===== src/rtl/lab_pkg.sv =====
// Shared definitions for the push-button conditioner: FSM state encoding and
// default timing constants derived from a 100 MHz system clock.
package lab_pkg;

  typedef enum logic [2:0] {
    IDLE       = 3'd0,
    DB_PRESS   = 3'd1,
    HELD       = 3'd2,
    REPEAT     = 3'd3,
    DB_RELEASE = 3'd4
  } btn_state_e;

  localparam int unsigned DEFAULT_SYNC_STAGES     = 2;
  localparam int unsigned DEFAULT_DEBOUNCE_CYCLES = 2_000_000;   // 20 ms
  localparam int unsigned DEFAULT_REPEAT_DELAY    = 50_000_000;  // 0.5 s
  localparam int unsigned DEFAULT_REPEAT_PERIOD   = 10_000_000;  // 100 ms

  function automatic int unsigned max3(input int unsigned a,
                                       input int unsigned b,
                                       input int unsigned c);
    int unsigned m;
    m = (a > b) ? a : b;
    return (m > c) ? m : c;
  endfunction

endpackage


===== src/rtl/inc_pulse_gen_if.sv =====
// Button-side signal bundle of inc_pulse_gen: raw button in, conditioned
// strobe/level/repeat flags out, plus the FSM state for observation.
interface inc_pulse_gen_if;
  import lab_pkg::*;

  logic       btn_in;
  logic       inc_pulse;
  logic       btn_level;
  logic       repeating;
  btn_state_e dbg_state;

  modport master (
    output btn_in,
    input  inc_pulse, btn_level, repeating, dbg_state
  );

  modport slave (
    input  btn_in,
    output inc_pulse, btn_level, repeating, dbg_state
  );
endinterface


===== src/rtl/sync_chain.sv =====
// Parameterised flop chain bringing an asynchronous input into the clock
// domain; all stages clear on synchronous reset.
module sync_chain #(
  parameter int unsigned STAGES = 2
) (
  input  logic clock,
  input  logic reset,
  input  logic d_i,
  output logic q_o
);

  logic [STAGES-1:0] sync_q;

  always_ff @(posedge clock) begin
    if (reset) begin
      sync_q <= '0;
    end else begin
      sync_q <= {sync_q[STAGES-2:0], d_i};
    end
  end

  assign q_o = sync_q[STAGES-1];

endmodule


===== src/rtl/inc_pulse_gen.sv =====
// Push-button conditioner: synchronise, debounce press/release in one FSM and
// emit one registered inc_pulse per press. INC_PULSE_GEN_AUTO_REPEAT_EN adds auto-repeat.
module inc_pulse_gen
  import lab_pkg::*;
#(
  parameter int unsigned SYNC_STAGES     = DEFAULT_SYNC_STAGES,
  parameter int unsigned DEBOUNCE_CYCLES = DEFAULT_DEBOUNCE_CYCLES,
  parameter int unsigned REPEAT_DELAY    = DEFAULT_REPEAT_DELAY,
  parameter int unsigned REPEAT_PERIOD   = DEFAULT_REPEAT_PERIOD
) (
  input  logic            clock,
  input  logic            reset,
  inc_pulse_gen_if.slave  bus
);

`ifdef INC_PULSE_GEN_AUTO_REPEAT_EN
  localparam int unsigned MAX_CYCLES = max3(DEBOUNCE_CYCLES, REPEAT_DELAY, REPEAT_PERIOD);
`else
  localparam int unsigned MAX_CYCLES = DEBOUNCE_CYCLES;
`endif
  localparam int unsigned CNT_W = $clog2(MAX_CYCLES);

  localparam logic [CNT_W-1:0] DEB_LAST = CNT_W'(DEBOUNCE_CYCLES - 1);
`ifdef INC_PULSE_GEN_AUTO_REPEAT_EN
  localparam logic [CNT_W-1:0] RD_LAST  = CNT_W'(REPEAT_DELAY - 1);
  localparam logic [CNT_W-1:0] RP_LAST  = CNT_W'(REPEAT_PERIOD - 1);
`endif

  logic             btn_sync;
  btn_state_e       state_q, state_d;
  logic [CNT_W-1:0] cnt_q, cnt_d;
  logic             inc_pulse_q, inc_pulse_d;
  logic             btn_level_q, btn_level_d;
  logic             pulse_raw;
`ifdef INC_PULSE_GEN_AUTO_REPEAT_EN
  logic             was_repeat_q, was_repeat_d;
  logic             repeating_q, repeating_d;
`endif

  sync_chain #(.STAGES(SYNC_STAGES)) u_sync (
    .clock (clock),
    .reset (reset),
    .d_i   (bus.btn_in),
    .q_o   (btn_sync)
  );

  // State register plus the registered outputs.
  always_ff @(posedge clock) begin
    if (reset) begin
      state_q      <= IDLE;
      cnt_q        <= '0;
      inc_pulse_q  <= 1'b0;
      btn_level_q  <= 1'b0;
`ifdef INC_PULSE_GEN_AUTO_REPEAT_EN
      was_repeat_q <= 1'b0;
      repeating_q  <= 1'b0;
`endif
    end else begin
      state_q      <= state_d;
      cnt_q        <= cnt_d;
      inc_pulse_q  <= inc_pulse_d;
      btn_level_q  <= btn_level_d;
`ifdef INC_PULSE_GEN_AUTO_REPEAT_EN
      was_repeat_q <= was_repeat_d;
      repeating_q  <= repeating_d;
`endif
    end
  end

  // Next state; a btn_sync change always takes priority over a terminal count.
  always_comb begin
    state_d = state_q;
    cnt_d   = cnt_q;
`ifdef INC_PULSE_GEN_AUTO_REPEAT_EN
    was_repeat_d = was_repeat_q;
`endif
    case (state_q)
      IDLE: begin
        if (btn_sync) state_d = DB_PRESS;
      end
      DB_PRESS: begin
        if (!btn_sync)               state_d = IDLE;
        else if (cnt_q == DEB_LAST)  state_d = HELD;
        else                         cnt_d   = cnt_q + 1'b1;
      end
      HELD: begin
        if (!btn_sync) begin
          state_d = DB_RELEASE;
`ifdef INC_PULSE_GEN_AUTO_REPEAT_EN
          was_repeat_d = 1'b0;
        end else if (cnt_q == RD_LAST) begin
          state_d = REPEAT;
        end else begin
          cnt_d = cnt_q + 1'b1;
`endif
        end
      end
`ifdef INC_PULSE_GEN_AUTO_REPEAT_EN
      REPEAT: begin
        if (!btn_sync) begin
          state_d      = DB_RELEASE;
          was_repeat_d = 1'b1;
        end else if (cnt_q == RP_LAST) begin
          cnt_d = '0;
        end else begin
          cnt_d = cnt_q + 1'b1;
        end
      end
`endif
      DB_RELEASE: begin
        if (btn_sync) begin
`ifdef INC_PULSE_GEN_AUTO_REPEAT_EN
          state_d = was_repeat_q ? REPEAT : HELD;
`else
          state_d = HELD;
`endif
        end else if (cnt_q == DEB_LAST) begin
          state_d = IDLE;
        end else begin
          cnt_d = cnt_q + 1'b1;
        end
      end
      default: state_d = IDLE;
    endcase
    if (state_d != state_q) cnt_d = '0;
  end

  // Outputs are computed from the transition being taken and registered.
  always_comb begin
    pulse_raw = 1'b0;
    if (state_q == DB_PRESS && state_d == HELD) pulse_raw = 1'b1;
`ifdef INC_PULSE_GEN_AUTO_REPEAT_EN
    if (state_q == HELD && state_d == REPEAT) pulse_raw = 1'b1;
    if (state_q == REPEAT && state_d == REPEAT && cnt_q == RP_LAST) pulse_raw = 1'b1;
    repeating_d = (state_d == REPEAT) || (state_d == DB_RELEASE && was_repeat_d);
`endif
    // Guards against back-to-back strobes with degenerate repeat timing.
    inc_pulse_d = pulse_raw & ~inc_pulse_q;
    btn_level_d = (state_d == HELD) || (state_d == REPEAT) || (state_d == DB_RELEASE);
  end

  assign bus.inc_pulse = inc_pulse_q;
  assign bus.btn_level = btn_level_q;
  assign bus.dbg_state = state_q;
`ifdef INC_PULSE_GEN_AUTO_REPEAT_EN
  assign bus.repeating = repeating_q;
`else
  assign bus.repeating = 1'b0;
`endif

endmodule


===== src/flat_wrapper.sv =====
// flat-port wrapper written by rule: the top's interface ports become plain ports
module inc_pulse_gen_flat import lab_pkg::*;
#(
  parameter int unsigned SYNC_STAGES     = DEFAULT_SYNC_STAGES,
  parameter int unsigned DEBOUNCE_CYCLES = DEFAULT_DEBOUNCE_CYCLES,
  parameter int unsigned REPEAT_DELAY    = DEFAULT_REPEAT_DELAY,
  parameter int unsigned REPEAT_PERIOD   = DEFAULT_REPEAT_PERIOD
)
  (clock, reset, bus_btn_in, bus_inc_pulse, bus_btn_level, bus_repeating, bus_dbg_state);
  inc_pulse_gen_if bus_i ();
  input  logic clock;
  input  logic reset;
  input wire logic [$bits(bus_i.btn_in)-1:0] bus_btn_in;
  output wire logic [$bits(bus_i.inc_pulse)-1:0] bus_inc_pulse;
  output wire logic [$bits(bus_i.btn_level)-1:0] bus_btn_level;
  output wire logic [$bits(bus_i.repeating)-1:0] bus_repeating;
  output wire logic [$bits(bus_i.dbg_state)-1:0] bus_dbg_state;
  assign bus_i.btn_in = bus_btn_in;
  assign bus_inc_pulse = bus_i.inc_pulse;
  assign bus_btn_level = bus_i.btn_level;
  assign bus_repeating = bus_i.repeating;
  assign bus_dbg_state = bus_i.dbg_state;
  inc_pulse_gen #(.SYNC_STAGES(SYNC_STAGES), .DEBOUNCE_CYCLES(DEBOUNCE_CYCLES), .REPEAT_DELAY(REPEAT_DELAY), .REPEAT_PERIOD(REPEAT_PERIOD)) u_core (.clock(clock), .reset(reset), .bus(bus_i));
endmodule

===== config.mk =====
export PLATFORM = sky130hd
export DESIGN_NAME = inc_pulse_gen_flat
export DESIGN_NICKNAME = d
export VERILOG_FILES = /design/src/rtl/lab_pkg.sv /design/src/rtl/inc_pulse_gen_if.sv /design/src/rtl/sync_chain.sv /design/src/rtl/inc_pulse_gen.sv /design/src/flat_wrapper.sv
export SDC_FILE = /design/constraint.sdc
export NUM_CORES = 1
export LEC_CHECK = 0
export ABC_AREA = 1
export CAP_MARGIN = 20
export CORE_MARGIN = 2
export CORE_UTILIZATION = 50
export DETAILED_ROUTE_END_ITERATION = 10
export PLACE_DENSITY = 0.8
export SYNTH_ARGS = -nofsm -noshare
export SYNTH_HDL_FRONTEND = slang
export SYNTH_SLANG_ARGS = --single-unit
export TNS_END_PERCENT = 5

===== constraint.sdc =====
create_clock -name clock -period 3.05 [get_ports clock]
set_input_delay 0.7625 -clock clock [delete_from_list [all_inputs] [get_ports clock]]
set_output_delay 0.7625 -clock clock [all_outputs]
set_load 0.05 [all_outputs]

# [Yosys cells after proc, flatten, opt, wreduce, memory -nomap -nowiden]
# Cells that the tools add are included.
[word_totals] out_inout_bits=6 wordCells=37 regBits=28
[op_classes] addsub=1 n_mux=12 reduce_logical=7 eq_ne=10 bitwise=2
[ops] operator="21-bit two-way mux" n=3
[ops] operator="21-bit case mux with 2 select lines" n=1
[ops] operator="21-bit by 1-bit adder with 21-bit output, second input constant" n=1
[ops] operator="21-bit equality test, second input constant" n=1
[ops] operator="3-bit two-way mux" n=6
[ops] operator="3-bit case mux with 4 select lines" n=1
[ops] operator="3-bit by 2-bit equality test with 1-bit output, second input constant" n=3
[ops] operator="3-bit equality test, second input constant" n=2
[ops] operator="2-bit != test, second input constant" n=2
[ops] operator="3-bit by 1-bit equality test with 1-bit output, second input constant" n=1
[ops] operator="3-bit zero test" n=1
[ops] operator="3-bit != test" n=1
[ops] operator="3-bit AND reduction" n=1
[ops] operator="1-bit logical OR" n=2
[ops] operator="2-bit nonzero test" n=1
[ops] operator="2-bit OR reduction" n=1
[ops] operator="1-bit bitwise AND" n=1
[ops] operator="1-bit logical AND" n=1
[ops] operator="1-bit two-way mux" n=1
[ops] operator="1-bit NOT" n=1

# [Logic depth before layout (Yosys ltp)]
# Gate-level depths: netlist of the first run.
[logic_depth] ltp_word=8 depth_mapped=12 mapped_depth_nobuf=11

# [Modules after synthesis]
# A second synthesis of the first run with hierarchy kept.
[unflattened] cells_unflattened=287 hier_area_um2=1761.7
[by_module_without_submodules] module="inc_pulse_gen" seq_area_each_um2=520.5 instances=1 cells_per_inst=281 area_each_um2=1706.6
[by_module_without_submodules] module="sync_chain" seq_area_each_um2=40.0 instances=1 cells_per_inst=6 area_each_um2=55.1

# [Worst setup path after synthesis of the first run]
# OpenSTA, ideal clock, no wires.
[synth_timing] path_type="register to register" start="reg u_core.state_q[2], in the netlist u_core.bus.dbg_state[2]" end="reg u_core.cnt_q[13]" arrival_ns=1.570 slack_ns=1.365 synth_period_minus_slack_ns=1.685 stages_incl_launch_ff=9 required_time_ns=2.935 n_path_buf=1 path_cell_list="dfxtp_1 > nand2_1 > a21oi_2 > nand2_4 > inv_6 > buf_12 > nor2_2 > a21oi_1 > nor2_1"
[synth_between] elab_chain_len=5 elab_cells_between_ends=18
[synth_rtl] item="start, declared" line_no="inc_pulse_gen.sv:30" rtl="btn_state_e state_q, state_d;"
[synth_rtl] item="start signal, assigned" line_no="inc_pulse_gen.sv:59" rtl="state_q <= state_d;"
[synth_rtl] item="3-bit two-way mux (on tied branches)" line_no="inc_pulse_gen.sv:117, inc_pulse_gen.sv:83"
[synth_rtl] item="3-bit two-way mux (on tied branches)" line_no="inc_pulse_gen.sv:111, inc_pulse_gen.sv:82"
[synth_rtl] item="3-bit case mux with 4 select lines" line_no="inc_pulse_gen.sv:77" rtl="case (state_q)"
[synth_rtl] item="3-bit != test" line_no="inc_pulse_gen.sv:125" rtl="if (state_d != state_q) cnt_d = '0;"
[synth_rtl] item="2-bit OR reduction (no line)"
[synth_rtl] item="end signal, assigned" line_no="inc_pulse_gen.sv:60" rtl="cnt_q <= cnt_d;"
[synth_rtl] item="end, declared" line_no="inc_pulse_gen.sv:31" rtl="logic [CNT_W-1:0] cnt_q, cnt_d;"
# Parallel ways exist; a longest one is shown, timed or not.
# A chain may end at the register's enable or synchronous reset.

# [Final worst setup path of the first run]
[layout_timing] start="reg u_core.state_q[2], in the netlist u_core.bus.dbg_state[2]" end="out bus_dbg_state[2]"
[layout_rtl] item="end, declared" line_no="flat_wrapper.sv:17" rtl="output wire logic [$bits(bus_i.dbg_state)-1:0] bus_dbg_state;"
# No word-level cell between the ends.

==> metrics.txt, run 1 <==
post-CTS resize count=0; worst hold start=u_core.u_sync.sync_q[0]; DRT iter0 DRCs=109; status=finished, final reports clean; syn_nets=303; # rows=21; Worst Path Buf+Inv=1; Seq cells post-synth=28; Syn Std Cell Area=0.00183 mm²; Pleak=0.698 nW; Core ar.=0.00342 mm²; Top Ports=9; max-slew violations=0; first-pass GRT wire length=6270 µm; DRT Wirelength=3700 µm; Rel. slew slack=66.6%; worst path required time=2290 ps; largest net degree at the start of global routing=24; Yosys top cell area share=30.6%; Synth Area per Inst=6.12 µm²; TritonCTS clock tree=done; post-route antenna net violation count=0; MaxCap Viol Count=0; CP max stage delay=840 ps; # clock sinks=28; Layout Cells excl Fill=349; unrepaired setup endpoints after global routing=false; Fin. Hold Viols=0; WP data arrival=1620 ps; Reg2Reg Setup Slack=1020 ps; Via-to-Cell Ratio=4.96; vias=1,730; dpl ws=803 ps; dpl cells=345; clock latency on the worst-skew pair=330 ps; number of global-route vias before repair=1,440; Crit. End Element=output pin; crit path cell chain=clkdlybuf4s50_1; CTS root buf=clkbuf_4; Initial Utilization=53.6%; final worst setup slack=665 ps; Max H-tree Level=1; Horiz. Die Dim=64.5 µm; Die Footprint=0.00416 mm²; initial antenna violation count=0; Startpoint Class=flip-flop; CP max stage cell=clkdlybuf4s50_1; CP Class=reg -> out; Setup Skew=9.41 ps; register area share after synthesis=30.6%; Worst Hold Class=reg -> reg; placed cell area=0.00189 mm²; CTS buffer count=3; ratio of cells with drive above 1 in the final layout=8.58%; WL/cell=10.6 µm; IO Port Bufs=7; clock transition time at the flip-flop clock pins of the worst setup and hold paths=140 ps; DRC viols=0; top post-synthesis cells by area=dfxtp_1, nand2_1, nor2_1, inv_1, nand3_1; Worst VDD drop=0.220 mV; Hold Buf Count CTS=0; synth warn=0; period utilization=78.2%; die height=64.5 µm; final setup vio count=0; Critical Path Source=u_core.bus.dbg_state[2]; gpl congestion=0.860; Tot Pwr=0.637 mW; Cell variety after synth=27; global route total overflow=0; fin area=0.00194 mm²; Ant. Diodes=0; TritonRoute pass-1 iters=4; Top delay family on crit path=buffers and inverters; maximum clock rate=0.419 GHz; worst r2r src=u_core.cnt_q[0]; Post-DP HPWL=2700 µm; CTS max path bufs=2; Final TNS setup=0 ps; Final Net Count=308; GRT Util Overall=19.0%; post-synth top area cell=dfxtp_1; Layout area overhead=6.02%; FILL cells=350; cell count after synthesis=299; Pwr Density=328 mW/mm²; CP max FO=5; Tmin final=2380 ps; Post-CTS Setup Repair Bufs=0; Tightest Pin Transition=499 ps
## report_power, final
group / total, mW / leakage (nW) / internal, mW / switching [mW]
Combinational: 0.0253 / 0.444 / 0.00696 / 0.0183
Clock: 0.242 / 0.0279 / 0.133 / 0.109
Sequential: 0.369 / 0.226 / 0.368 / 0.00176
Total: 0.637 / 0.698 / 0.507 / 0.129
## final cells by class
cell class | count | area (µm²) | area share (%)
multi-input cells | 218 | 1020 | 52.6
flip-flops and latches | 28 | 561 | 28.9
inverters | 46 | 178 | 9.16
repair buffers | 7 | 70.1 | 3.61
well taps | 46 | 57.6 | 2.97
clock inverters | 1 | 30.0 | 1.55
clock buffers | 3 | 22.5 | 1.16
## layer usage
metal / wire, µm / global-route usage (%)
met2: 1710 / 32.4
met3: 164 / 3.65
met1: 1790 / 25.2
met5: 0 / 0
met4: 28 / 3.46
## synth_stat cells (all sizes together)
library cell	n
conb	1
nor3	1
nand4	5
xnor2	5
a21oi	9
ha	1
o31ai	1
nand3	20
nand2	79
nor2	78
inv	46
dfxtp	28
o21ai	11
xor2	7
buf	7
## state kept, by name (all words and copies together), names as in the netlist
name,count
u_core.bus.dbg_state,3
u_core.cnt_q,21
u_core.bus.inc_pulse,1
u_core.bus.btn_level,1
u_core.u_sync.sync_q,2
## worst paths after layout
kind | end | cells after the start
worst max-delay path | bus_dbg_state[2] | 1
worst min-delay path | u_core.u_sync.sync_q[1] | 2
worst max register to register | u_core.cnt_q[16] | 10
worst min register to register | u_core.u_sync.sync_q[1] | 2
## layout by cell type, fill, tap and decap left out, types with 6 or more instances in the layout
cell             count
dfxtp_1             28
nand3_1             17
nand2_1             78
clkdlybuf4s50_1      7
o21ai_0              6
nor2_1              68
nor2_2              10
xor2_1               6
a21oi_1              8
inv_1               42
## stage by stage
step / hold slack [ps] / util, %
6_report: 418 / 56.8
5_1_grt: 437 / 56.8
3_5_place_dp: 402 / 55.2
3_3_place_gp: 404 / 55.2
4_1_cts: 422 / 56.8
2_1_floorplan: 388 / -
## kinds of logic (layout without fill, tap and decap cells)
family,Yosys count,in the layout,share of synthesized area (%)
and+or+nand+nor,183,183,42.3
buffers and inverters,53,57,13.5
DFF,28,28,30.6
AOI/OAI and AO/OA,21,21,6.50
xor gates and xnor gates,12,12,6.16
adders and majority gates,1,1,0.684
other,1,1,0.205
(Power assumes the default switching activity.)
==> run 2, diff against run 1 <==
--- a/config.mk
+++ b/config.mk
@@ -10,7 +10,7 @@
 export CORE_MARGIN = 2
 export CORE_UTILIZATION = 50
 export DETAILED_ROUTE_END_ITERATION = 10
-export PLACE_DENSITY = 0.8
+export PLACE_DENSITY = 0.83
 export SYNTH_ARGS = -nofsm -noshare
 export SYNTH_HDL_FRONTEND = slang
 export SYNTH_SLANG_ARGS = --single-unit
==> constraint.sdc (replaced) <==
create_clock -name clock -period 1.99 [get_ports clock]
set_input_delay 0.4975 -clock clock [delete_from_list [all_inputs] [get_ports clock]]
set_output_delay 0.4975 -clock clock [all_outputs]
set_load 0.05 [all_outputs]
==> metrics.txt, run 2 (synthesized netlist as in run 1, its figures left out) <==
Die Footprint=0.00416 mm² (unchanged); status=finished, final reports clean; Pwr Density=500 mW/mm² (+52%); vias=1,761 (+1.8%); max-slew violations=0 (unchanged); Setup Skew=9.30 ps (-0.107 ps); # rows=21 (unchanged); ratio of cells with drive above 1 in the final layout=11.0% (+2.5 points); Ant. Diodes=0 (unchanged); Worst VDD drop=0.374 mV (+70%); Hold Buf Count CTS=0 (unchanged); sw power=0.208 mW (+61%); Max H-tree Level=1 (unchanged); DRC viols=0 (unchanged); Int Power=0.783 mW (+54%); Post-CTS Setup Repair Bufs=0 (unchanged); Top Ports=9 (unchanged); final core utilization=58.1% (+1.3 points); share of power burned in registers=57.1% (-0.9 points); TritonRoute pass-1 iters=4 (unchanged); worst path required time=2240 ps (-50 ps); Worst Hold Class=reg -> reg; Fin. Hold Viols=0 (unchanged); post-route antenna net violation count=0 (unchanged); WL/cell=10.6 µm (-0.21%); Via-to-Cell Ratio=4.97 (+0.35%); Comb power frac=4.5% (+0.5 points); Core ar.=0.00342 mm² (unchanged); Crit. End Element=flip-flop; number of global-route vias before repair=1,604 (+11%); MaxCap Viol Count=0 (unchanged); CP max FO=11 (+6); Initial Utilization=53.6% (unchanged); Final Net Count=313 (+1.6%); first-pass GRT wire length=6710 µm (+6.9%); maximum clock rate=0.564 GHz; # clock sinks=28 (unchanged); global route total overflow=0 (unchanged); largest reg by FF count=u_core.cnt_q; IO Port Bufs=7 (unchanged); TritonCTS clock tree=done; Layout area overhead=8.41%; clock latency on the worst-skew pair=340 ps (about the same); most common cell after layout, fill and taps aside=nand2_1; CP Class=reg -> reg; dpl ws=230 ps (-573 ps); Pleak=0.758 nW (+8.6%); dpl cells=350 (+1.4%); CTS max path bufs=2 (unchanged); DRT Wirelength=3740 µm (+1.2%); max FFs per register=21 (unchanged); largest net degree at the start of global routing=20 (-17%); switching share of total power=21.0% (+0.65 points); CTS root buf=clkbuf_4; die height=64.5 µm (unchanged); Tot Pwr=0.991 mW (+56%); period utilization=89.1%; clock transition time at the flip-flop clock pins of the worst setup and hold paths=160 ps (+20 ps); WP data arrival=2020 ps (+400 ps); final setup vio count=0 (unchanged); CTS buffer count=3 (unchanged); final worst setup slack=216 ps (-449 ps); Startpoint Class=flip-flop; Horiz. Die Dim=64.5 µm (unchanged); clock power share=38.4% (+0.4 points); gpl congestion=0.964 (+12%); Post-DP HPWL=2870 µm (+6.3%); initial antenna violation count=0 (unchanged); Layout Cells excl Fill=354 (+1.4%); unrepaired setup endpoints after global routing=false; Final TNS setup=0 ps (unchanged); Tmin final=1770 ps; GRT Util Overall=20.2% (+1.2 points); DRT iter0 DRCs=125 (+15%); commonest cells after routing, fill and taps aside=nand2_1, nor2_1, inv_1
run 2: cell count changes in the layout (fill, tap and decap cells not counted), sizes merged:
| cell | previous run | this run |
|---|---|---|
| clkdlybuf4s50 | 7 | 2 |
| dlygate4sd2 | 0 | 1 |
| buf | 0 | 8 |
| dlymetal6s2s | 0 | 1 |
run 2: through the flow:
step	area (µm²)	hold slack, ps
global placement	1930	393
CTS	1980	415
detailed placement	1930	395
finish	1980	413
floorplan	1830	388
global route	1980	456
run 2: worst paths after layout:
kind                                              start                       to  slack, ps  cells after the start
worst min register to register  u_core.u_sync.sync_q[0]  u_core.u_sync.sync_q[1]        410                      2
worst max register to register          u_core.cnt_q[0]         u_core.cnt_q[14]        220                     11
worst min-delay path            u_core.u_sync.sync_q[0]  u_core.u_sync.sync_q[1]        410                      2
worst max-delay path                    u_core.cnt_q[0]         u_core.cnt_q[14]        220                     11
run 2: critical path: stages (launching register included):
cell and delay (ps):
dfxtp_1 430, ha_1 250, nand3_2 150, nor2_1 150, nand3_1 110, nand2_1 70
nand2_1 60, nand2_1 90, nand2_1 70, nand3_2 70, buf_4 180, nor2_1 60
run 2: layout make-up:
type                    count  area (µm²)
fillers                   326        1430
flip-flops and latches     28         561
well taps                  46        57.6
inverters                  46         178
clock inverters             1        30.0
repair buffers             12         114
multi-input cells         218        1020
clock buffers               3        22.5
run 2: metal layers:
metal	track usage (%)	wire (µm)
met1	24.9	1780
met2	34.8	1690
met3	4.17	185
met4	7.18	80
met5	0	0
run 2: power by group through the flow:
stage / clock network (mW) / logic [mW] / registers (mW)
after floorplan: 0 / 0.0315 / 0.580
after detailed placement: 0 / 0.0452 / 0.578
after global placement: 0 / 0.0448 / 0.578
after CTS: 0.393 / 0.0452 / 0.566
final: 0.380 / 0.0446 / 0.566
after global routing: 0.417 / 0.0498 / 0.567
run 2: timing repair:
| action | in CTS | in global routing |
|---|---|---|
| gates resized for setup | 1 | 1 |
| endpoints found under the setup margin | 1 | 1 |
| endpoints found under the hold margin | 0 | 0 |
